==> src/rtl/accum_pkg.sv <==
`default_nettype none
// ============================================================================
// accum_pkg - default widths and record types for the accumulator bank front end
// rev 1.0
// ============================================================================
package accum_pkg;

  localparam int DEF_NUM_BANKS  = 4;
  localparam int DEF_ADDR_WIDTH = 9;
  localparam int DEF_DATA_WIDTH = 64;

  // Record widths follow the package defaults; instances use matching widths.
  typedef struct packed {
    logic                      valid;
    logic [DEF_ADDR_WIDTH-1:0] addr;
    logic [DEF_NUM_BANKS-1:0]  mask;
  } sb_entry_t;

  typedef struct packed {
    logic                     valid;
    logic [DEF_NUM_BANKS-1:0] mask;
  } rd_tag_t;

endpackage
`default_nettype wire

==> src/rtl/accum_rd_fifo.sv <==
`default_nettype none
// ============================================================================
// accum_rd_fifo - first-word-fall-through FIFO for read returns
// rev 1.0
// ============================================================================
module accum_rd_fifo #(
  parameter int WIDTH = 8,
  parameter int DEPTH = 4
) (
  input  logic                           clk,
  input  logic                           rstn,
  input  logic                           push,
  input  logic [WIDTH-1:0]               din,
  input  logic                           pop,
  output logic [WIDTH-1:0]               dout,
  output logic                           full,
  output logic                           empty,
  output logic [$clog2(DEPTH+1)-1:0]     count
);

  localparam int PTR_W = $clog2(DEPTH);
  localparam int CNT_W = $clog2(DEPTH+1);

  logic [WIDTH-1:0] mem_q [DEPTH];
  logic [PTR_W-1:0] wr_ptr_q, wr_ptr_d;
  logic [PTR_W-1:0] rd_ptr_q, rd_ptr_d;
  logic [CNT_W-1:0] count_q, count_d;
  logic             do_push, do_pop;

  assign full  = (count_q == CNT_W'(DEPTH));
  assign empty = (count_q == '0);
  assign count = count_q;
  assign dout  = empty ? '0 : mem_q[rd_ptr_q];

  always_comb begin
    do_pop   = pop && !empty;
    do_push  = push && (!full || do_pop);
    wr_ptr_d = wr_ptr_q + PTR_W'(do_push);
    rd_ptr_d = rd_ptr_q + PTR_W'(do_pop);
    count_d  = count_q + CNT_W'(do_push) - CNT_W'(do_pop);
  end

  always_ff @(posedge clk or negedge rstn) begin
    if (!rstn) begin
      wr_ptr_q <= '0;
      rd_ptr_q <= '0;
      count_q  <= '0;
    end else begin
      wr_ptr_q <= wr_ptr_d;
      rd_ptr_q <= rd_ptr_d;
      count_q  <= count_d;
    end
  end

  // Storage needs no reset: the output is forced to zero while empty.
  always_ff @(posedge clk) begin
    if (do_push) mem_q[wr_ptr_q] <= din;
  end

endmodule
`default_nettype wire

==> src/rtl/accum_bank_ctrl.sv <==
`default_nettype none
// ============================================================================
// accum_bank_ctrl - accumulator bus to per-bank RAM strobes, with hazard stalls
// rev 1.0
// ============================================================================
module accum_bank_ctrl
  import accum_pkg::*;
#(
  parameter int NUM_BANKS   = DEF_NUM_BANKS,
  parameter int ADDR_WIDTH  = DEF_ADDR_WIDTH,
  parameter int DATA_WIDTH  = DEF_DATA_WIDTH,
  parameter int RD_LATENCY  = 1,
  parameter int ACC_LATENCY = 2,
  parameter int RFIFO_DEPTH = 4
) (
  input  logic                                clk,
  input  logic                                rstn,
  input  logic                                wr_valid,
  output logic                                wr_ready,
  input  logic [ADDR_WIDTH-1:0]               wr_addr,
  input  logic [NUM_BANKS-1:0]                wr_mask,
  input  logic                                wr_accum,
  input  logic                                wvalid,
  output logic                                wready,
  input  logic [NUM_BANKS*DATA_WIDTH-1:0]     wdata,
  input  logic                                rd_valid,
  output logic                                rd_ready,
  input  logic [ADDR_WIDTH-1:0]               rd_addr,
  input  logic [NUM_BANKS-1:0]                rd_mask,
  output logic                                rvalid,
  input  logic                                rready,
  output logic [NUM_BANKS*DATA_WIDTH-1:0]     rdata,
  output logic [NUM_BANKS-1:0]                rmask,
  output logic [NUM_BANKS-1:0]                bank_wr_en,
  output logic [ADDR_WIDTH-1:0]               bank_wr_addr,
  output logic [NUM_BANKS*DATA_WIDTH-1:0]     bank_wr_data,
  output logic                                bank_mode,
  output logic [NUM_BANKS-1:0]                bank_rd_en,
  output logic [ADDR_WIDTH-1:0]               bank_rd_addr,
  input  logic [NUM_BANKS*DATA_WIDTH-1:0]     bank_rd_data,
  output logic [$clog2(RFIFO_DEPTH+1)-1:0]    rd_outstanding,
  output logic                                hazard_stall
);

  localparam int CNT_W  = $clog2(RFIFO_DEPTH+1);
  localparam int LANE_W = NUM_BANKS*DATA_WIDTH;
  localparam int FIFO_W = LANE_W + NUM_BANKS;

  sb_entry_t             sb_q  [ACC_LATENCY];
  sb_entry_t             sb_d  [ACC_LATENCY];
  rd_tag_t               tag_q [RD_LATENCY];
  rd_tag_t               tag_d [RD_LATENCY];
  logic [CNT_W-1:0]      outstanding_q, outstanding_d;

  logic                  wr_fire, rd_fire, pop, hazard, credit_ok;
  logic                  ret_push;
  logic [LANE_W-1:0]     ret_data;
  logic [FIFO_W-1:0]     fifo_dout;
  logic                  fifo_full, fifo_empty;
  logic [CNT_W-1:0]      fifo_count;

  // Handshake outputs are held low while reset is asserted.
  assign wr_ready = rstn & wvalid;
  assign wready   = rstn & wr_valid;
  assign wr_fire  = rstn & wr_valid & wvalid;

  assign bank_wr_en   = wr_fire ? wr_mask : '0;
  assign bank_wr_addr = wr_addr;
  assign bank_wr_data = wdata;
  assign bank_mode    = wr_fire & wr_accum;

  // A same-cycle write to the same word/lane also blocks the read.
  always_comb begin
    hazard = wr_fire && (wr_addr == rd_addr) && |(wr_mask & rd_mask);
    for (int i = 0; i < ACC_LATENCY; i++) begin
      if (sb_q[i].valid && (sb_q[i].addr == rd_addr) && |(sb_q[i].mask & rd_mask))
        hazard = 1'b1;
    end
  end

  assign rvalid       = !fifo_empty;
  assign pop          = rvalid & rready;
  assign credit_ok    = (outstanding_q < CNT_W'(RFIFO_DEPTH)) || pop;
  assign rd_ready     = rstn & ~hazard & credit_ok;
  assign rd_fire      = rd_valid & rd_ready;
  assign hazard_stall = rstn & rd_valid & hazard;
  assign bank_rd_en   = rd_fire ? rd_mask : '0;
  assign bank_rd_addr = rd_addr;

  always_comb begin
    sb_d[0] = '{valid: wr_fire, addr: wr_addr, mask: wr_mask};
    for (int i = 1; i < ACC_LATENCY; i++) sb_d[i] = sb_q[i-1];
    tag_d[0] = '{valid: rd_fire, mask: rd_mask};
    for (int i = 1; i < RD_LATENCY; i++) tag_d[i] = tag_q[i-1];
    outstanding_d = outstanding_q + CNT_W'(rd_fire) - CNT_W'(pop);
  end

  always_comb begin
    ret_push = tag_q[RD_LATENCY-1].valid;
    for (int i = 0; i < NUM_BANKS; i++)
      ret_data[i*DATA_WIDTH +: DATA_WIDTH] = tag_q[RD_LATENCY-1].mask[i]
          ? bank_rd_data[i*DATA_WIDTH +: DATA_WIDTH] : '0;
  end

  always_ff @(posedge clk or negedge rstn) begin
    if (!rstn) begin
      for (int i = 0; i < ACC_LATENCY; i++) sb_q[i]  <= '0;
      for (int i = 0; i < RD_LATENCY; i++)  tag_q[i] <= '0;
      outstanding_q <= '0;
    end else begin
      for (int i = 0; i < ACC_LATENCY; i++) sb_q[i]  <= sb_d[i];
      for (int i = 0; i < RD_LATENCY; i++)  tag_q[i] <= tag_d[i];
      outstanding_q <= outstanding_d;
    end
  end

  accum_rd_fifo #(
    .WIDTH (FIFO_W),
    .DEPTH (RFIFO_DEPTH)
  ) u_rd_fifo (
    .clk   (clk),
    .rstn  (rstn),
    .push  (ret_push),
    .din   ({tag_q[RD_LATENCY-1].mask, ret_data}),
    .pop   (pop),
    .dout  (fifo_dout),
    .full  (fifo_full),
    .empty (fifo_empty),
    .count (fifo_count)
  );

  assign rdata          = fifo_dout[LANE_W-1:0];
  assign rmask          = fifo_dout[LANE_W +: NUM_BANKS];
  assign rd_outstanding = outstanding_q;

  // Credits bound FIFO occupancy, so neither property may ever fire.
  assert property (@(posedge clk) disable iff (!rstn) !(ret_push && fifo_full && !pop))
    else $error("read-return FIFO overflow");
  assert property (@(posedge clk) disable iff (!rstn) outstanding_q >= fifo_count)
    else $error("credit count below FIFO occupancy");

endmodule
`default_nettype wire

==> config.mk <==
export PLATFORM = sky130hd
export DESIGN_NAME = accum_bank_ctrl
export DESIGN_NICKNAME = d
export VERILOG_FILES = /design/src/rtl/accum_pkg.sv /design/src/rtl/accum_rd_fifo.sv /design/src/rtl/accum_bank_ctrl.sv
export SDC_FILE = /design/constraint.sdc
export NUM_CORES = 1
export LEC_CHECK = 0
export CORE_ASPECT_RATIO = 1.2
export CORE_MARGIN = 10
export CORE_UTILIZATION = 25
export CTS_BUF_LIST = sky130_fd_sc_hd__clkbuf_4 sky130_fd_sc_hd__clkbuf_8
export DETAILED_ROUTE_END_ITERATION = 7
export GPL_TIMING_DRIVEN = 0
export PLACE_DENSITY = 0.45
export SETUP_SLACK_MARGIN = 0.4
export SYNTH_ARGS = -nofsm -noshare
export SYNTH_HDL_FRONTEND = slang
export SYNTH_HIERARCHICAL = 1
export SYNTH_SLANG_ARGS = --single-unit
==> constraint.sdc <==
create_clock -name clk -period 52.9 [get_ports clk]
set_input_delay 5.29 -clock clk [delete_from_list [all_inputs] [get_ports clk]]
set_output_delay 5.29 -clock clk [all_outputs]
set_load 0.01 [all_outputs]
==> key figures, run 1 <==
STA
  • RSZ-0062 raised after global routing: false
  • Setup Skew: 0.0716 ns
  • Slew Viols, Final: 0
  • Final hold violation count: 0
  • Slew HR: 0.206
  • Tmin final: 12.99 ns
  • Worst-margin pin slew: 1.19 ns
  • Setup TNS: 0 ns
  • Worst setup margin: 39.91 ns
  • # setup viols final: 0
  • Final period util: 0.246
  • Fmax: 0.0770 GHz

Logic synthesis
  • Cell count after synthesis: 2352
  • Post-synth net total: 2904
  • Yosys warning count: 6
  • Mapped Area: 44900 um2
  • Avg Cell Area, Syn: 19.1 um2

Setup path
  • CP arrival: 7.70 ns
  • Crit-path most repeated cell: clkdlybuf4s50_1
  • Critical-path cell list: clkdlybuf4s50_1, xnor2_1, nand4_1, or4_1, nand3_2, and3_1, clkdlybuf4s50_1
  • Worst R2R Setup Slack: 47.59 ns
  • Endpoint type of the worst setup path: output pin
  • Worst path max stage delay: 0.63 ns
  • WP data required: 47.61 ns
  • Setup crit start kind: input port
  • CP Max Fanout: 8
  • Worst path slowest cell: clkdlybuf4s50_1
  • Kind of critical path: in2out

Global routing
  • First-pass GRT wire length: 244 mm
  • Grt met3 use: 0.0668
  • Vias in the first global route: 28208
  • Top Usage Layer GRT: met2
  • Total GRT Usage: 0.180
  • Initial antenna violation count: 134
  • M2 GR Usage: 0.312
  • Largest net degree at the start of global routing: 49
  • GRT Residual Overflow: 0
  • GR Layer Usage met1: 0.202

Die
  • Initial core utilization: 0.251
  • Die H: 484 um
  • Die X: 407 um
  • Row cnt: 170
  • Total core area: 179000 um2
  • Die area: 197000 um2
  • Top-Level Pins: 1096

Cells and area
  • Final nets: 4046
  • Most common cell after layout, fill and taps aside: edfxtp_1
  • Syn-to-layout area delta: 37.0%
  • Most frequent cells in the layout: edfxtp_1 (1040), clkdlybuf4s50_1 (838), buf_4 (276)
  • # fillers: 17308
  • Storage cell area: 32300 um2
  • Area of the multi-input gates: 9850 um2
  • Final instance area: 61500 um2
  • Final core occ: 0.344
  • Share of post-route cells with drive strength above 1: 0.279

Placement
  • Post-Place Cell Area: 57700 um2
  • Setup Slack @ Placement: 39.88 ns
  • Port bufs: 839
  • DP HPWL: 146 mm
  • RePlAce Congestion: 0.865

Power and ir drop
  • Power per cell area: 48.6 nW/um2
  • Leakage: 21.1 nW
  • VDD IR max: 25.9 uV
  • Power, Total: 2.99 mW

Hold path
  • Type of the most critical hold path: reg2reg

Drt
  • Final ANT Viol Nets: 0
  • Initial DRC Count: 1623
  • DRC viols: 0
  • DR vias/cell: 4.33
  • Routed WL per cell: 30.5 um
  • Detailed Routing Iterations Pass 1: 5
  • Drt total wl: 183 mm
  • Vias: 25971

Clock network
  • Hold_buf cts: 0
  • Clock sink count: 1083
  • Max Buffers Root-to-Sink: 3
  • Root Buffer: clkbuf_8
  • CTS H-tree depth: 4
  • Clk slew on worst S/H paths: 0.06 ns
  • # Post-CTS Setup Buffers: 0
  • CTS tree: yes
  • Clk_lat worst skew: 0.92 ns
  • Resized cells post-CTS: 0
  • Inserted Clock Buffers: 186

Flow run
  • Number of max-cap violations: 0

Run status
  • Status: finished, final reports clean
-- metrics by stage --
stage,std cells,hold slack [ns]
finish,5998,0.372
global route,5977,0.383
CTS,5959,0.379
detailed placement,5628,0.365
global placement,5513,0.358
floorplan,2352,0.354
-- routing by layer --
metal,share of wire,wire length [um]
met4,0.036,6660
met3,0.091,16600
met5,0.0015,276
met2,0.50,91200
met1,0.37,68200
-- final cells by class --
cell class	count	area share
antenna	39	0.00159
inverter	10	0.000611
tap	2322	0.0473
buffer	390	0.0441
clock inverter	78	0.0103
sequential	1083	0.526
multi-input combinational	869	0.160
timing repair buffer	954	0.160
clock buffer	253	0.0500
-- power by group --
group | switching [mW] | leakage [nW] | total (mW) | internal [mW]
clock | 0.351 | 1.96 | 0.766 | 0.414
sequential | 0.0172 | 10.1 | 1.04 | 1.03
combinational | 0.588 | 9.04 | 1.18 | 0.590
-- registers in the layout (all words and copies together) (netlist names) --
name                cells
tag_q                   4
u_rd_fifo/count         3
u_rd_fifo/wr_ptr_q      2
u_rd_fifo/mem_q      1040
ret_push                1
u_rd_fifo/rd_ptr_q      2
rd_outstanding          3
sb_q                   14
sb_d                   14
-- path summary, 6_finish.rpt --
check / from / end / cells after the start
setup / recovery: rd_addr[3] / hazard_stall / 7
hold / removal: sb_d[13] / sb_q[13] / 0
setup reg to reg: u_rd_fifo/count[1] / u_rd_fifo/mem_q[2][94] / 16
hold reg to reg: sb_d[13] / sb_q[13] / 0
max in group asynchronous: rstn / u_rd_fifo/count[2] / 2
min in group asynchronous: rstn / sb_q[6] / 1
-- critical path: cells and delay by family --
kind / cells / cell delay [ns]
buf+inv: 2 / 1.17
simple gates: 4 / 1.07
xor+xnor: 1 / 0.16
Power figures use the tool's default switching activity.
==> run 2: changes to the inputs <==
==> constraint.sdc (replaced) <==
create_clock -name clk -period 12.4 [get_ports clk]
set_input_delay 1.24 -clock clk [delete_from_list [all_inputs] [get_ports clk]]
set_output_delay 1.24 -clock clk [all_outputs]
set_load 0.01 [all_outputs]
==> key figures, run 2 (synthesis results as in run 1) <==
STA
  • Tmin final: 5.89 ns
  • Hold slack: 0.183 ns
  • Slew HR: 0.0900
  • # setup viols final: 0
  • Fmax: 0.170 GHz
  • Worst-margin pin slew: 1.37 ns
  • Setup Skew: 0.0402 ns
  • Final period util: 0.475
  • Slew Viols, Final: 0
  • RSZ-0062 raised after global routing: false
  • Final hold violation count: 0

Clock network
  • Max Buffers Root-to-Sink: 3
  • Clock sink count: 1083
  • Inserted Clock Buffers: 183
  • Clk slew on worst S/H paths: 0.06 ns
  • # Post-CTS Setup Buffers: 0
  • CTS tree: yes
  • Resized cells post-CTS: 0
  • Root Buffer: clkbuf_8
  • Clk_lat worst skew: 0.94 ns
  • Hold_buf cts: 0
  • CTS H-tree depth: 4

Setup path
  • Worst path slowest cell: nor3_1
  • Worst R2R Setup Slack: 6.93 ns
  • Worst path max stage delay: 0.78 ns
  • Endpoint type of the worst setup path: output pin
  • CP arrival: 4.65 ns
  • Setup crit start kind: flip-flop
  • CP Max Fanout: 11
  • WP data required: 11.16 ns
  • Top Family by Delay on Critical Path: buffers and inverters
  • Kind of critical path: reg2out
  • Crit path buffers/inverters: 3
  • Critical-path cell list: nor3_1, buf_2, buf_1, nor2b_1, o21a_1, nand3_1, nor2_1, clkdlybuf4s50_1

Die
  • Die H: 484 um
  • Total core area: 179000 um2
  • Top-Level Pins: 1096
  • Initial core utilization: 0.251
  • Die area: 197000 um2
  • Row cnt: 170
  • Die X: 407 um

Run status
  • Status: finished, final reports clean

Power and ir drop
  • Clock network power share: 0.252
  • Comb power frac: 0.398
  • Power per cell area: 207 nW/um2
  • Sw frac: 0.324
  • Cell Int Power: 8.61 mW
  • Leakage: 21.0 nW
  • VDD IR max: 111 uV
  • Reported net switching power: 4.13 mW
  • Reg power frac: 0.349

Drt
  • DR vias/cell: 4.36
  • Final ANT Viol Nets: 0
  • Detailed Routing Iterations Pass 1: 5
  • DRC viols: 0
  • Drt total wl: 187 mm
  • Routed WL per cell: 31.3 um
  • Initial DRC Count: 1776
  • Vias: 26024

Flow run
  • Number of max-cap violations: 0

Cells and area
  • Syn-to-layout area delta: 37.2%
  • Share of post-route cells with drive strength above 1: 0.270
  • Reg with most FFs: u_rd_fifo/mem_q
  • Final core occ: 0.345
  • Final nets: 4005
  • Most frequent cells in the layout: edfxtp_1 (1040), clkdlybuf4s50_1 (838), buf_4 (275)
  • Most common cell after layout, fill and taps aside: edfxtp_1
  • Largest register FFs: 1040

Global routing
  • Vias in the first global route: 27854
  • GRT Residual Overflow: 0
  • Initial antenna violation count: 137
  • First-pass GRT wire length: 247 mm
  • Largest net degree at the start of global routing: 48
  • Total GRT Usage: 0.183

Placement
  • DP HPWL: 148 mm
  • RePlAce Congestion: 0.861
  • Port bufs: 839

Hold path
  • Type of the most critical hold path: in2async
==> run 2: layer usage <==
metal | wire, um | track usage | up-vias | part of all wire
met3 | 21000 | 0.0841 | 379 | 0.11
met5 | 439 | 0 | - | 0.0023
li1 | - | - | 11004 | -
met2 | 89400 | 0.309 | 1207 | 0.48
met1 | 67700 | 0.202 | 13364 | 0.36
met4 | 8550 | 0.0649 | 70 | 0.046
==> run 2: power groups by stage <==
stage          clock network (mW)  registers, mW  logic [mW]
3_5_place_dp                    0           4.53        5.24
6_report                     3.22           4.45        5.08
3_3_place_gp                    0           4.76        5.10
5_1_grt                      3.49           4.48        5.43
4_1_cts                      3.33           4.46        5.26
2_1_floorplan                   0           4.61        2.41
==> run 2: worst reg2reg max path, cell delays in order (launching register included) <==
cell	delay, ns
dfrtp_1	0.44
nor3_1	0.78
buf_2	0.57
buf_1	0.66
nor2b_1	0.32
o41ai_2	0.89
nor3b_4	0.29
buf_8	0.25
buf_8	0.17
buf_8	0.16
buf_8	0.17
buf_8	0.18
buf_8	0.17
buf_16	0.16
==> run 2: path summary, 6_finish.rpt <==
kind / start / endpoint / cells past startpoint
min in group clk: sb_d[0] / sb_q[0] / 0
setup / recovery: u_rd_fifo/count[1] / bank_rd_en[0] / 8
hold reg to reg: sb_d[0] / sb_q[0] / 0
setup reg to reg: u_rd_fifo/count[1] / u_rd_fifo/mem_q[1][182] / 13
max in group asynchronous: rstn / tag_q[0] / 2
hold / removal: rstn / sb_d[4] / 1
==> run 2: through the flow <==
| step | total power [mW] | cells | TNS (ns) | area, um2 | setup WS (ns) |
|---|---|---|---|---|---|
| 2_1_floorplan | 7.02 | 2352 | -28.88 | 44900 | -0.0597 |
| 3_3_place_gp | 9.86 | 5513 | -8127.95 | 56200 | -12.02 |
| 3_5_place_dp | 9.76 | 5590 | 0 | 57800 | 6.76 |
| 4_1_cts | 13.1 | 5916 | 0 | 61400 | 6.07 |
| 5_1_grt | 13.4 | 5934 | 0 | 61500 | 6.12 |
| 6_report | 12.7 | 5970 | 0 | 61600 | 6.51 |
==> run 2: cell type report <==
| type | instances | area [um2] |
|---|---|---|
| Fill cell | 17430 | 117000 |
| Sequential cell | 1083 | 32300 |
| Timing Repair Buffer | 916 | 9990 |
| Multi-Input combinational cell | 869 | 9870 |
| Clock buffer | 250 | 3020 |
| Tap cell | 2322 | 2910 |
| Buffer | 390 | 2710 |
| Clock inverter | 76 | 588 |
| Antenna cell | 54 | 135 |
| Inverter | 10 | 37.5 |
